$ cat src/rtl/pipeline_cmd_issuer_pkg.sv
// Shared protocol definitions for the pipeline command issuer: opcodes,
// response codes, FSM states and per-opcode payload helpers.
package pipeline_cmd_issuer_pkg;

  localparam int BLOCK_INSTR_WIDTH    = 32;
  localparam int BLOCK_REG_ADDR_WIDTH = 4;
  localparam int IB                   = (BLOCK_INSTR_WIDTH + 7) / 8;
  // Wide enough for the longest frame (blk + instr bytes) and for 4-byte payloads
  localparam int SHIFT_W              = (((IB + 1) * 8) > 32) ? ((IB + 1) * 8) : 32;

  localparam logic [7:0] OP_INSTR_WR = 8'h01;
  localparam logic [7:0] OP_REG_WR   = 8'h02;
  localparam logic [7:0] OP_REG_UPD  = 8'h03;
  localparam logic [7:0] OP_COMMIT   = 8'h04;
  localparam logic [7:0] OP_ALLOC    = 8'h05;
  localparam logic [7:0] OP_FRESET   = 8'h06;

  localparam logic [7:0] RESP_OK_BASE  = 8'hA0;
  localparam logic [7:0] RESP_BAD_OP   = 8'hE0;
  localparam logic [7:0] RESP_BAD_ADDR = 8'hE1;
  localparam logic [7:0] RESP_TIMEOUT  = 8'hE2;

  typedef enum logic [2:0] {
    ST_IDLE    = 3'd0,
    ST_PAYLOAD = 3'd1,
    ST_CHECK   = 3'd2,
    ST_ISSUE   = 3'd3,
    ST_WAIT    = 3'd4,
    ST_RESPOND = 3'd5
  } state_e;

  function automatic logic [3:0] payload_len(input logic [7:0] op);
    case (op)
      OP_INSTR_WR:                   payload_len = 4'(IB + 1);
      OP_REG_WR, OP_REG_UPD, OP_ALLOC: payload_len = 4'd4;
      default:                       payload_len = 4'd0;
    endcase
  endfunction

  function automatic logic op_known(input logic [7:0] op);
    return (op >= OP_INSTR_WR) && (op <= OP_FRESET);
  endfunction

  function automatic logic op_needs_ack(input logic [7:0] op);
    return (op == OP_INSTR_WR) || (op == OP_REG_WR) || (op == OP_REG_UPD) || (op == OP_FRESET);
  endfunction

endpackage

$ cat src/rtl/pipeline_cmd_issuer_byte_assembler.sv
// Shifts accepted payload bytes MSB-first into a wide register and counts
// how many bytes of the current frame have arrived.
module pipeline_cmd_issuer_byte_assembler
  import pipeline_cmd_issuer_pkg::*;
#(
  parameter int W = SHIFT_W
) (
  input  logic         clk,
  input  logic         reset,
  input  logic         i_clear,
  input  logic         i_shift,
  input  logic [7:0]   i_byte,
  output logic [W-1:0] o_data,
  output logic [3:0]   o_count
);

  logic [W-1:0] r_data;
  logic [3:0]   r_count;

  // Payload shift register and byte counter
  always_ff @(posedge clk or posedge reset) begin
    if (reset) begin
      r_data  <= '0;
      r_count <= 4'd0;
    end else if (i_clear) begin
      r_data  <= '0;
      r_count <= 4'd0;
    end else if (i_shift) begin
      r_data  <= {r_data[W-9:0], i_byte};
      r_count <= r_count + 4'd1;
    end else begin
      r_data  <= r_data;
      r_count <= r_count;
    end
  end

  assign o_data  = r_data;
  assign o_count = r_count;

endmodule

$ cat src/rtl/pipeline_cmd_issuer.sv
// Host command initiator for the dsp_pipeline configuration interface:
// frames bytes into commands, strobes the pipeline, waits for acks, replies.
module pipeline_cmd_issuer
  import pipeline_cmd_issuer_pkg::*;
#(
  parameter int DATA_WIDTH  = 16,
  parameter int N_BLOCKS    = 256,
  parameter int ACK_TIMEOUT = 1023,
  localparam int BLK_W      = $clog2(N_BLOCKS),
  localparam int TMR_W      = $clog2(ACK_TIMEOUT + 1)
) (
  input  logic                                  clk,
  input  logic                                  reset,
  input  logic [7:0]                            in_byte,
  input  logic                                  in_valid,
  output logic                                  in_ready,
  output logic [7:0]                            resp_byte,
  output logic                                  resp_valid,
  input  logic                                  resp_ready,
  output logic [BLK_W-1:0]                      block_target,
  output logic [BLK_W+BLOCK_REG_ADDR_WIDTH-1:0] reg_target,
  output logic [BLOCK_INSTR_WIDTH-1:0]          instr_val,
  output logic [DATA_WIDTH-1:0]                 ctrl_data,
  output logic [2*DATA_WIDTH-1:0]               buf_init_delay,
  output logic                                  instr_write,
  output logic                                  reg_write,
  output logic                                  reg_update,
  output logic                                  reg_writes_commit,
  output logic                                  alloc_delay,
  output logic                                  full_reset,
  input  logic                                  instr_write_ack,
  input  logic                                  reg_write_ack,
  input  logic                                  resetting,
  output logic                                  busy,
  output logic [31:0]                           cmd_count
);

  state_e                                r_state, w_next;
  logic [7:0]                            r_op;
  logic [TMR_W-1:0]                      r_timer;
  logic                                  r_seen_high;
  logic                                  r_in_ready, r_busy, r_resp_valid;
  logic [7:0]                            r_resp_byte;
  logic [31:0]                           r_cmd_count;
  logic                                  r_instr_write, r_reg_write, r_reg_update;
  logic                                  r_commit, r_alloc, r_freset;
  logic [BLK_W-1:0]                      r_block_target;
  logic [BLK_W+BLOCK_REG_ADDR_WIDTH-1:0] r_reg_target;
  logic [BLOCK_INSTR_WIDTH-1:0]          r_instr_val;
  logic [DATA_WIDTH-1:0]                 r_ctrl_data;
  logic [2*DATA_WIDTH-1:0]               r_delay;

  logic [SHIFT_W-1:0] w_sh;
  logic [3:0]         w_count;
  logic               w_in_fire;
  logic [7:0]         w_blk_byte, w_reg_addr;
  logic               w_check_ok, w_ack_done, w_timeout, w_issue;
  logic               w_resp_load, w_resp_ok;
  logic [7:0]         w_resp_code;

  assign w_in_fire  = in_valid && r_in_ready;
  assign w_reg_addr = w_sh[23:16];
  assign w_blk_byte = (r_op == OP_INSTR_WR) ? w_sh[IB*8 +: 8] : w_sh[31:24];

  pipeline_cmd_issuer_byte_assembler #(.W(SHIFT_W)) u_asm (
    .clk     (clk),
    .reset   (reset),
    .i_clear (w_in_fire && (r_state == ST_IDLE)),
    .i_shift (w_in_fire && (r_state == ST_PAYLOAD)),
    .i_byte  (in_byte),
    .o_data  (w_sh),
    .o_count (w_count)
  );

  // State register
  always_ff @(posedge clk or posedge reset) begin
    if (reset) r_state <= ST_IDLE;
    else       r_state <= w_next;
  end

  // Next-state decode
  always_comb begin
    w_next = r_state;
    case (r_state)
      ST_IDLE: begin
        if (!w_in_fire)                   w_next = ST_IDLE;
        else if (!op_known(in_byte))      w_next = ST_RESPOND;
        else if (payload_len(in_byte) == 4'd0) w_next = ST_CHECK;
        else                              w_next = ST_PAYLOAD;
      end
      ST_PAYLOAD: begin
        if (w_in_fire && ((w_count + 4'd1) == payload_len(r_op))) w_next = ST_CHECK;
        else                                                      w_next = ST_PAYLOAD;
      end
      ST_CHECK: w_next = w_check_ok ? ST_ISSUE : ST_RESPOND;
      ST_ISSUE, ST_WAIT: begin
        if (w_resp_load) w_next = ST_RESPOND;
        else             w_next = ST_WAIT;
      end
      ST_RESPOND: begin
        if (r_resp_valid && resp_ready) w_next = ST_IDLE;
        else                            w_next = ST_RESPOND;
      end
      default: w_next = ST_IDLE;
    endcase
  end

  // Address checks, completion detection and response selection
  always_comb begin
    w_check_ok  = 1'b1;
    w_ack_done  = 1'b0;
    w_timeout   = 1'b0;
    w_issue     = 1'b0;
    w_resp_load = 1'b0;
    w_resp_ok   = 1'b0;
    w_resp_code = 8'h00;

    case (r_op)
      OP_INSTR_WR: begin
        w_check_ok = (int'(w_blk_byte) < N_BLOCKS);
        w_ack_done = instr_write_ack;
      end
      OP_REG_WR, OP_REG_UPD: begin
        w_check_ok = (int'(w_blk_byte) < N_BLOCKS) &&
                     ((w_reg_addr >> BLOCK_REG_ADDR_WIDTH) == 8'd0);
        w_ack_done = reg_write_ack;
      end
      // Full reset completes only after resetting has been high and then fallen
      OP_FRESET: w_ack_done = r_seen_high && !resetting;
      default: begin
        w_check_ok = 1'b1;
        w_ack_done = 1'b0;
      end
    endcase
    w_timeout = (r_timer == TMR_W'(ACK_TIMEOUT - 1));

    case (r_state)
      ST_IDLE: begin
        if (w_in_fire && !op_known(in_byte)) begin
          w_resp_load = 1'b1;
          w_resp_code = RESP_BAD_OP;
        end else begin
          w_resp_load = 1'b0;
        end
      end
      ST_CHECK: begin
        if (w_check_ok) begin
          w_issue = 1'b1;
        end else begin
          w_resp_load = 1'b1;
          w_resp_code = RESP_BAD_ADDR;
        end
      end
      ST_ISSUE, ST_WAIT: begin
        if (!op_needs_ack(r_op) || w_ack_done) begin
          w_resp_load = 1'b1;
          w_resp_ok   = 1'b1;
          w_resp_code = RESP_OK_BASE | r_op;
        end else if (w_timeout) begin
          w_resp_load = 1'b1;
          w_resp_code = RESP_TIMEOUT;
        end else begin
          w_resp_load = 1'b0;
        end
      end
      default: w_resp_load = 1'b0;
    endcase
  end

  // Registered strobes, data outputs, response and bookkeeping
  always_ff @(posedge clk or posedge reset) begin
    if (reset) begin
      r_op           <= 8'h00;
      r_timer        <= '0;
      r_seen_high    <= 1'b0;
      r_in_ready     <= 1'b1;
      r_busy         <= 1'b0;
      r_resp_valid   <= 1'b0;
      r_resp_byte    <= 8'h00;
      r_cmd_count    <= 32'd0;
      r_instr_write  <= 1'b0;
      r_reg_write    <= 1'b0;
      r_reg_update   <= 1'b0;
      r_commit       <= 1'b0;
      r_alloc        <= 1'b0;
      r_freset       <= 1'b0;
      r_block_target <= '0;
      r_reg_target   <= '0;
      r_instr_val    <= '0;
      r_ctrl_data    <= '0;
      r_delay        <= '0;
    end else begin
      if (w_in_fire && (r_state == ST_IDLE)) r_op <= in_byte;

      r_instr_write <= w_issue && (r_op == OP_INSTR_WR);
      r_reg_write   <= w_issue && ((r_op == OP_REG_WR) || (r_op == OP_REG_UPD));
      r_reg_update  <= w_issue && (r_op == OP_REG_UPD);
      r_commit      <= w_issue && (r_op == OP_COMMIT);
      r_alloc       <= w_issue && (r_op == OP_ALLOC);
      r_freset      <= w_issue && (r_op == OP_FRESET);

      r_in_ready <= (w_next == ST_IDLE) || (w_next == ST_PAYLOAD);
      r_busy     <= (w_next != ST_IDLE);

      if (w_issue) begin
        case (r_op)
          OP_INSTR_WR: begin
            r_block_target <= w_blk_byte[BLK_W-1:0];
            r_instr_val    <= w_sh[BLOCK_INSTR_WIDTH-1:0];
          end
          OP_REG_WR, OP_REG_UPD: begin
            r_block_target <= w_blk_byte[BLK_W-1:0];
            r_reg_target   <= {w_blk_byte[BLK_W-1:0], w_reg_addr[BLOCK_REG_ADDR_WIDTH-1:0]};
            r_ctrl_data    <= DATA_WIDTH'(w_sh[15:0]);
          end
          OP_ALLOC: r_delay <= (2*DATA_WIDTH)'(w_sh[31:0]);
          default:  r_delay <= r_delay;
        endcase
      end

      if (r_state == ST_CHECK) begin
        r_timer     <= '0;
        r_seen_high <= 1'b0;
      end else if ((r_state == ST_ISSUE) || (r_state == ST_WAIT)) begin
        r_timer     <= r_timer + TMR_W'(1);
        r_seen_high <= r_seen_high || resetting;
      end else begin
        r_timer     <= r_timer;
        r_seen_high <= r_seen_high;
      end

      if (w_resp_load) begin
        r_resp_valid <= 1'b1;
        r_resp_byte  <= w_resp_code;
      end else if (r_resp_valid && resp_ready) begin
        r_resp_valid <= 1'b0;
      end else begin
        r_resp_valid <= r_resp_valid;
      end

      if (w_resp_load && w_resp_ok) r_cmd_count <= r_cmd_count + 32'd1;
    end
  end

  assign in_ready          = r_in_ready;
  assign busy              = r_busy;
  assign resp_valid        = r_resp_valid;
  assign resp_byte         = r_resp_byte;
  assign cmd_count         = r_cmd_count;
  assign instr_write       = r_instr_write;
  assign reg_write         = r_reg_write;
  assign reg_update        = r_reg_update;
  assign reg_writes_commit = r_commit;
  assign alloc_delay       = r_alloc;
  assign full_reset        = r_freset;
  assign block_target      = r_block_target;
  assign reg_target        = r_reg_target;
  assign instr_val         = r_instr_val;
  assign ctrl_data         = r_ctrl_data;
  assign buf_init_delay    = r_delay;

endmodule

$ cat config.mk
export PLATFORM = sky130hd
export DESIGN_NAME = pipeline_cmd_issuer
export DESIGN_NICKNAME = d
export VERILOG_FILES = /design/src/rtl/pipeline_cmd_issuer_pkg.sv /design/src/rtl/pipeline_cmd_issuer_byte_assembler.sv /design/src/rtl/pipeline_cmd_issuer.sv
export SDC_FILE = /design/constraint.sdc
export NUM_CORES = 1
export LEC_CHECK = 0
export CAP_MARGIN = 20
export CORE_AREA = 2 2 132 134
export CTS_BUF_LIST = sky130_fd_sc_hd__clkbuf_8
export DETAILED_ROUTE_END_ITERATION = 8
export DIE_AREA = 0 0 134 136
export GPL_TIMING_DRIVEN = 0
export HOLD_SLACK_MARGIN = 0.15
export PLACE_DENSITY = 0.92
export SETUP_SLACK_MARGIN = 0.2
export SLEW_MARGIN = 0
export SYNTH_ARGS = -nofsm -noshare
export SYNTH_HDL_FRONTEND = slang
export SYNTH_SLANG_ARGS = --single-unit
$ cat constraint.sdc
create_clock -name clk -period 10.09 [get_ports clk]
set_clock_uncertainty 0.1 [all_clocks]
set_input_delay 2.5225 -clock clk [delete_from_list [all_inputs] [get_ports clk]]
set_output_delay 2.5225 -clock clk [all_outputs]
set_load 0.005 [all_outputs]
==> metrics.md <==
| Metric | Value |
|---|---|
| Crit path arrival time | `about 5000 ps` |
| Final hold slack | `between 300 and 400 ps` |
| Routed via count | `slightly above 7000` |
| R2r setup slk | `~7000 ps` |
| Post-CTS Setup Inserts | `0` |
| Detail Placement HPWL | `between 15000 and 20000 um` |
| Lkg Pwr | `roughly 5.6 nW` |
| CP max stage cell | `or4_1` |
| PwrDens | `around 210 mW/mm^2` |
| Crit path max fanout | `7` |
| Number of port buffers | `~160` |
| Layout cells sized above 1 | `0.111` |
| Crit path max-delay family | `simple AND/OR/NAND/NOR gates` |
| Detail Route met3 WL | `just over 2000 um` |
| # rows | `48` |
| CTS Buf Count | `35` |
| Largest net degree at the start of global routing | `139` |
| Min cycle time layout | `around 4700 ps` |
| Least-Margin Pin Slew | `723 ps` |
| N_diodes | `0` |
| CP most frequent cell | `or4_1` |
| Post-Syn Nets | `between 800 and 900` |
| DRC | `0` |
| Syn Inst Count | `between 800 and 900` |
| Drt via density | `~5.4` |
| Fin nets | `~1100` |
| Slowest stage delay, CP | `570 ps` |
| Post-synthesis sequential area ratio | `0.601` |
| Die area | `between 0.015 and 0.02 sq mm` |
| CTS Buffer Depth | `3` |
| Placer Congestion | `just over 0.8` |
| Die W | `~130 um` |
| Synth cell types | `58` |
| Top layer in use | `met4` |
| I/O pin count | `~160` |
| Slew HR | `0.516` |
| Place WS | `4910 ps` |
| Clock latency on the worst-skew pair | `between 500 and 600 ps` |
| WS Path Type | `input pin to register` |
| Worst EP required | `between 10000 and 15000 ps` |
| Hold violation count in the final report | `0` |
| Final Max Tran Viols | `0` |
| Clock Pin Slew Worst Setup and Hold Paths | `roughly 60 ps` |
| CTS root buf | `clkbuf_8` |
| CTS tree | `done` |
| Initial Util | `0.528` |
| Fin worst setup slack | `roughly 5400 ps` |
| Pre-antenna DRT Iters | `7` |
| Ys async rst share | `1.00` |
| #FFs+latches synth | `214` |
| Crit end category | `register` |
| Hold Path Class | `register to register` |
| Post-DRT Antenna Nets | `0` |
| Syn Area/Cell | `a little over 10 sq um` |
| Gr ovfl total | `0` |
| Max Clk Rate | `about 0.21 GHz` |
| Setup TNS | `0 ps` |
| Post-CTS sizing | `0` |
| Max_cap viols | `0` |
| Unrepaired setup endpoints after global routing | `false` |
| Number of global-route vias before repair | `7130` |
| Routed WL | `22900 um` |
| Top_reg_cell synth | `dfrtp_1` |
| Met1 Wirelength | `9260 um` |
| H-tree depth | `2` |
| Worst Setup Start Kind | `input pin` |
| Final setup fails | `0` |
| Fin crit share | `0.463` |
| P&R area growth vs syn | `30.1%` |
| First-pass GRT wire length | `36700 um` |
| Placed Cells | `~1300` |
| Post-synth EDFFs | `0` |
| Wire per inst | `around 17 um` |
| Netlist area before placement | `between 0.008 and 0.009 sq mm` |
| Clk sinks | `approximately 210` |
| Worst VDD drop | `around 0.18 mV` |
| Initial drt markers | `between 700 and 800` |
| Buffers & Inverters on Critical Path | `2` |
| DR WL met2 | `between 10000 and 15000 um` |
| Crit-path cells | `clkdlybuf4s50_1 > or4_1 > or4_1 > a32oi_1 > and2_1 > clkbuf_1 > o21ai_0` |
| Hold_buf cts | `0` |
| Die Y | `about 140 um` |
| Core area | `roughly 0.017 sq mm` |
| Outcome | `finished clean` |
| Non-filler instance count after layout | `1332` |
| Total track usage | `0.255` |
| Ys Warns | `0` |
| Antenna violations before repair | `0` |
-- cell usage after synthesis (all sizes together) (2+ instances only) --
cell / count / area share
or4: 6 / 0.0060
xnor2: 17 / 0.017
clkbuf: 33 / 0.014
nand2b: 5 / 0.0035
or2: 2 / 0.0014
xor2: 24 / 0.024
nand3b: 3 / 0.0025
o22ai: 9 / 0.0063
nand2: 274 / 0.12
nand4: 10 / 0.0070
mux2i: 8 / 0.0090
o211ai: 2 / 0.0022
a2111oi: 2 / 0.0041
nor3: 26 / 0.015
and4: 3 / 0.0029
nor2: 40 / 0.017
ha: 4 / 0.0056
nand3: 18 / 0.010
mux2: 39 / 0.049
dfrtp: 213 / 0.60
and3: 7 / 0.0049
a21oi: 7 / 0.0039
inv: 17 / 0.0072
a22o: 3 / 0.0031
o31ai: 2 / 0.0017
and2: 2 / 0.0014
a32oi: 2 / 0.0020
buf: 15 / 0.0090
nor3b: 2 / 0.0017
nor4: 6 / 0.0042
o21ai: 60 / 0.034
or3: 4 / 0.0035
-- layout by cell type (no fill, tap or decap), types with 3 or more instances in the layout --
| master | count |
|---|---|
| xnor2_1 | 17 |
| xor2_1 | 24 |
| dfrtp_1 | 213 |
| clkbuf_1 | 32 |
| o22ai_1 | 9 |
| clkdlybuf4s50_1 | 163 |
| buf_1 | 3 |
| clkbuf_8 | 45 |
| or4_1 | 3 |
| nand4_1 | 10 |
| mux2_2 | 39 |
| nand3_1 | 18 |
| nand2_1 | 274 |
| and4_1 | 3 |
| nor3_1 | 26 |
| ha_1 | 4 |
| o21ai_0 | 59 |
| nand2b_1 | 5 |
| nand3b_1 | 3 |
| buf_2 | 10 |
| nor2_1 | 40 |
| clkinv_2 | 7 |
| inv_1 | 25 |
| mux2i_1 | 8 |
| and3_1 | 7 |
| nor4_1 | 6 |
| a21oi_1 | 7 |
-- power breakdown --
part	leakage (nW)	switching (mW)	internal (mW)	total, mW
logic	2.28	0.314	0.224	0.538
clock network	0.418	0.344	0.430	0.773
registers	2.88	0.173	0.998	1.17
-- final timing paths --
path	cells past startpoint	end	startpoint
min reg2reg	2	instr_val[27]	instr_val[27]
max in group asynchronous	3	buf_init_delay[8]	reset
max	7	resp_valid	in_byte[4]
max reg2reg	8	reg_target[0]	r_op[4]
min	2	instr_val[27]	instr_val[27]
min in group asynchronous	2	r_timer[5]	reset
-- worst min-delay path, cell delays in order, from the launching register on --
cell     delay (ps)
dfrtp_1         340
nand2_1          50
nand2_1          50
-- layout make-up --
| cell class | instances | area (sq um) |
|---|---|---|
| Inverter | 17 | 71.3 |
| Tap cell | 225 | 282 |
| Sequential cell | 214 | 5360 |
| Buffer | 48 | 205 |
| Fill cell | 1226 | 5280 |
| Timing Repair Buffer | 164 | 1660 |
| Clock inverter | 19 | 115 |
| Multi-Input combinational cell | 600 | 3290 |
| Clock buffer | 45 | 619 |
-- registers in the layout, summed over array words and instances, names as in the netlist, 3 cells and up --
| name | count |
|---|---|
| resp_byte | 7 |
| instr_val | 32 |
| r_state | 3 |
| u_asm.o_count | 4 |
| buf_init_delay | 32 |
| cmd_count | 32 |
| block_target | 8 |
| ctrl_data | 16 |
| r_op | 8 |
| u_asm.o_data | 40 |
| r_timer | 10 |
| reg_target | 12 |
-- logic make-up (layout without fill, tap and decap cells) --
| group | after synthesis | count (layout) | share of synthesized area |
|---|---|---|---|
| muxes | 47 | 47 | 0.0582 |
| and+or+nand+nor | 413 | 413 | 0.201 |
| buffers and inverters | 65 | 293 | 0.0302 |
| DFF | 214 | 214 | 0.601 |
| xor gates and xnor gates | 41 | 41 | 0.0403 |
| adders and majority gates | 4 | 4 | 0.00561 |
| AOI/OAI and AO/OA | 95 | 95 | 0.0643 |
-- through the flow --
step                      power, mW  utilization  cell area [sq um]
after floorplan                1.47            -               8920
after global placement         1.67        0.642              10800
after detailed placement       1.71        0.644              10900
after CTS                      2.49        0.687              11600
after global routing           2.62        0.687              11600
final                          2.48        0.687              11600
-- layer usage --
metal	GRT usage	vias to the layer above
li1	-	3325
met1	0.326	3553
met2	0.419	306
met3	0.0805	46
met4	0.0780	0
met5	0	-
(Power assumes the default switching activity.)
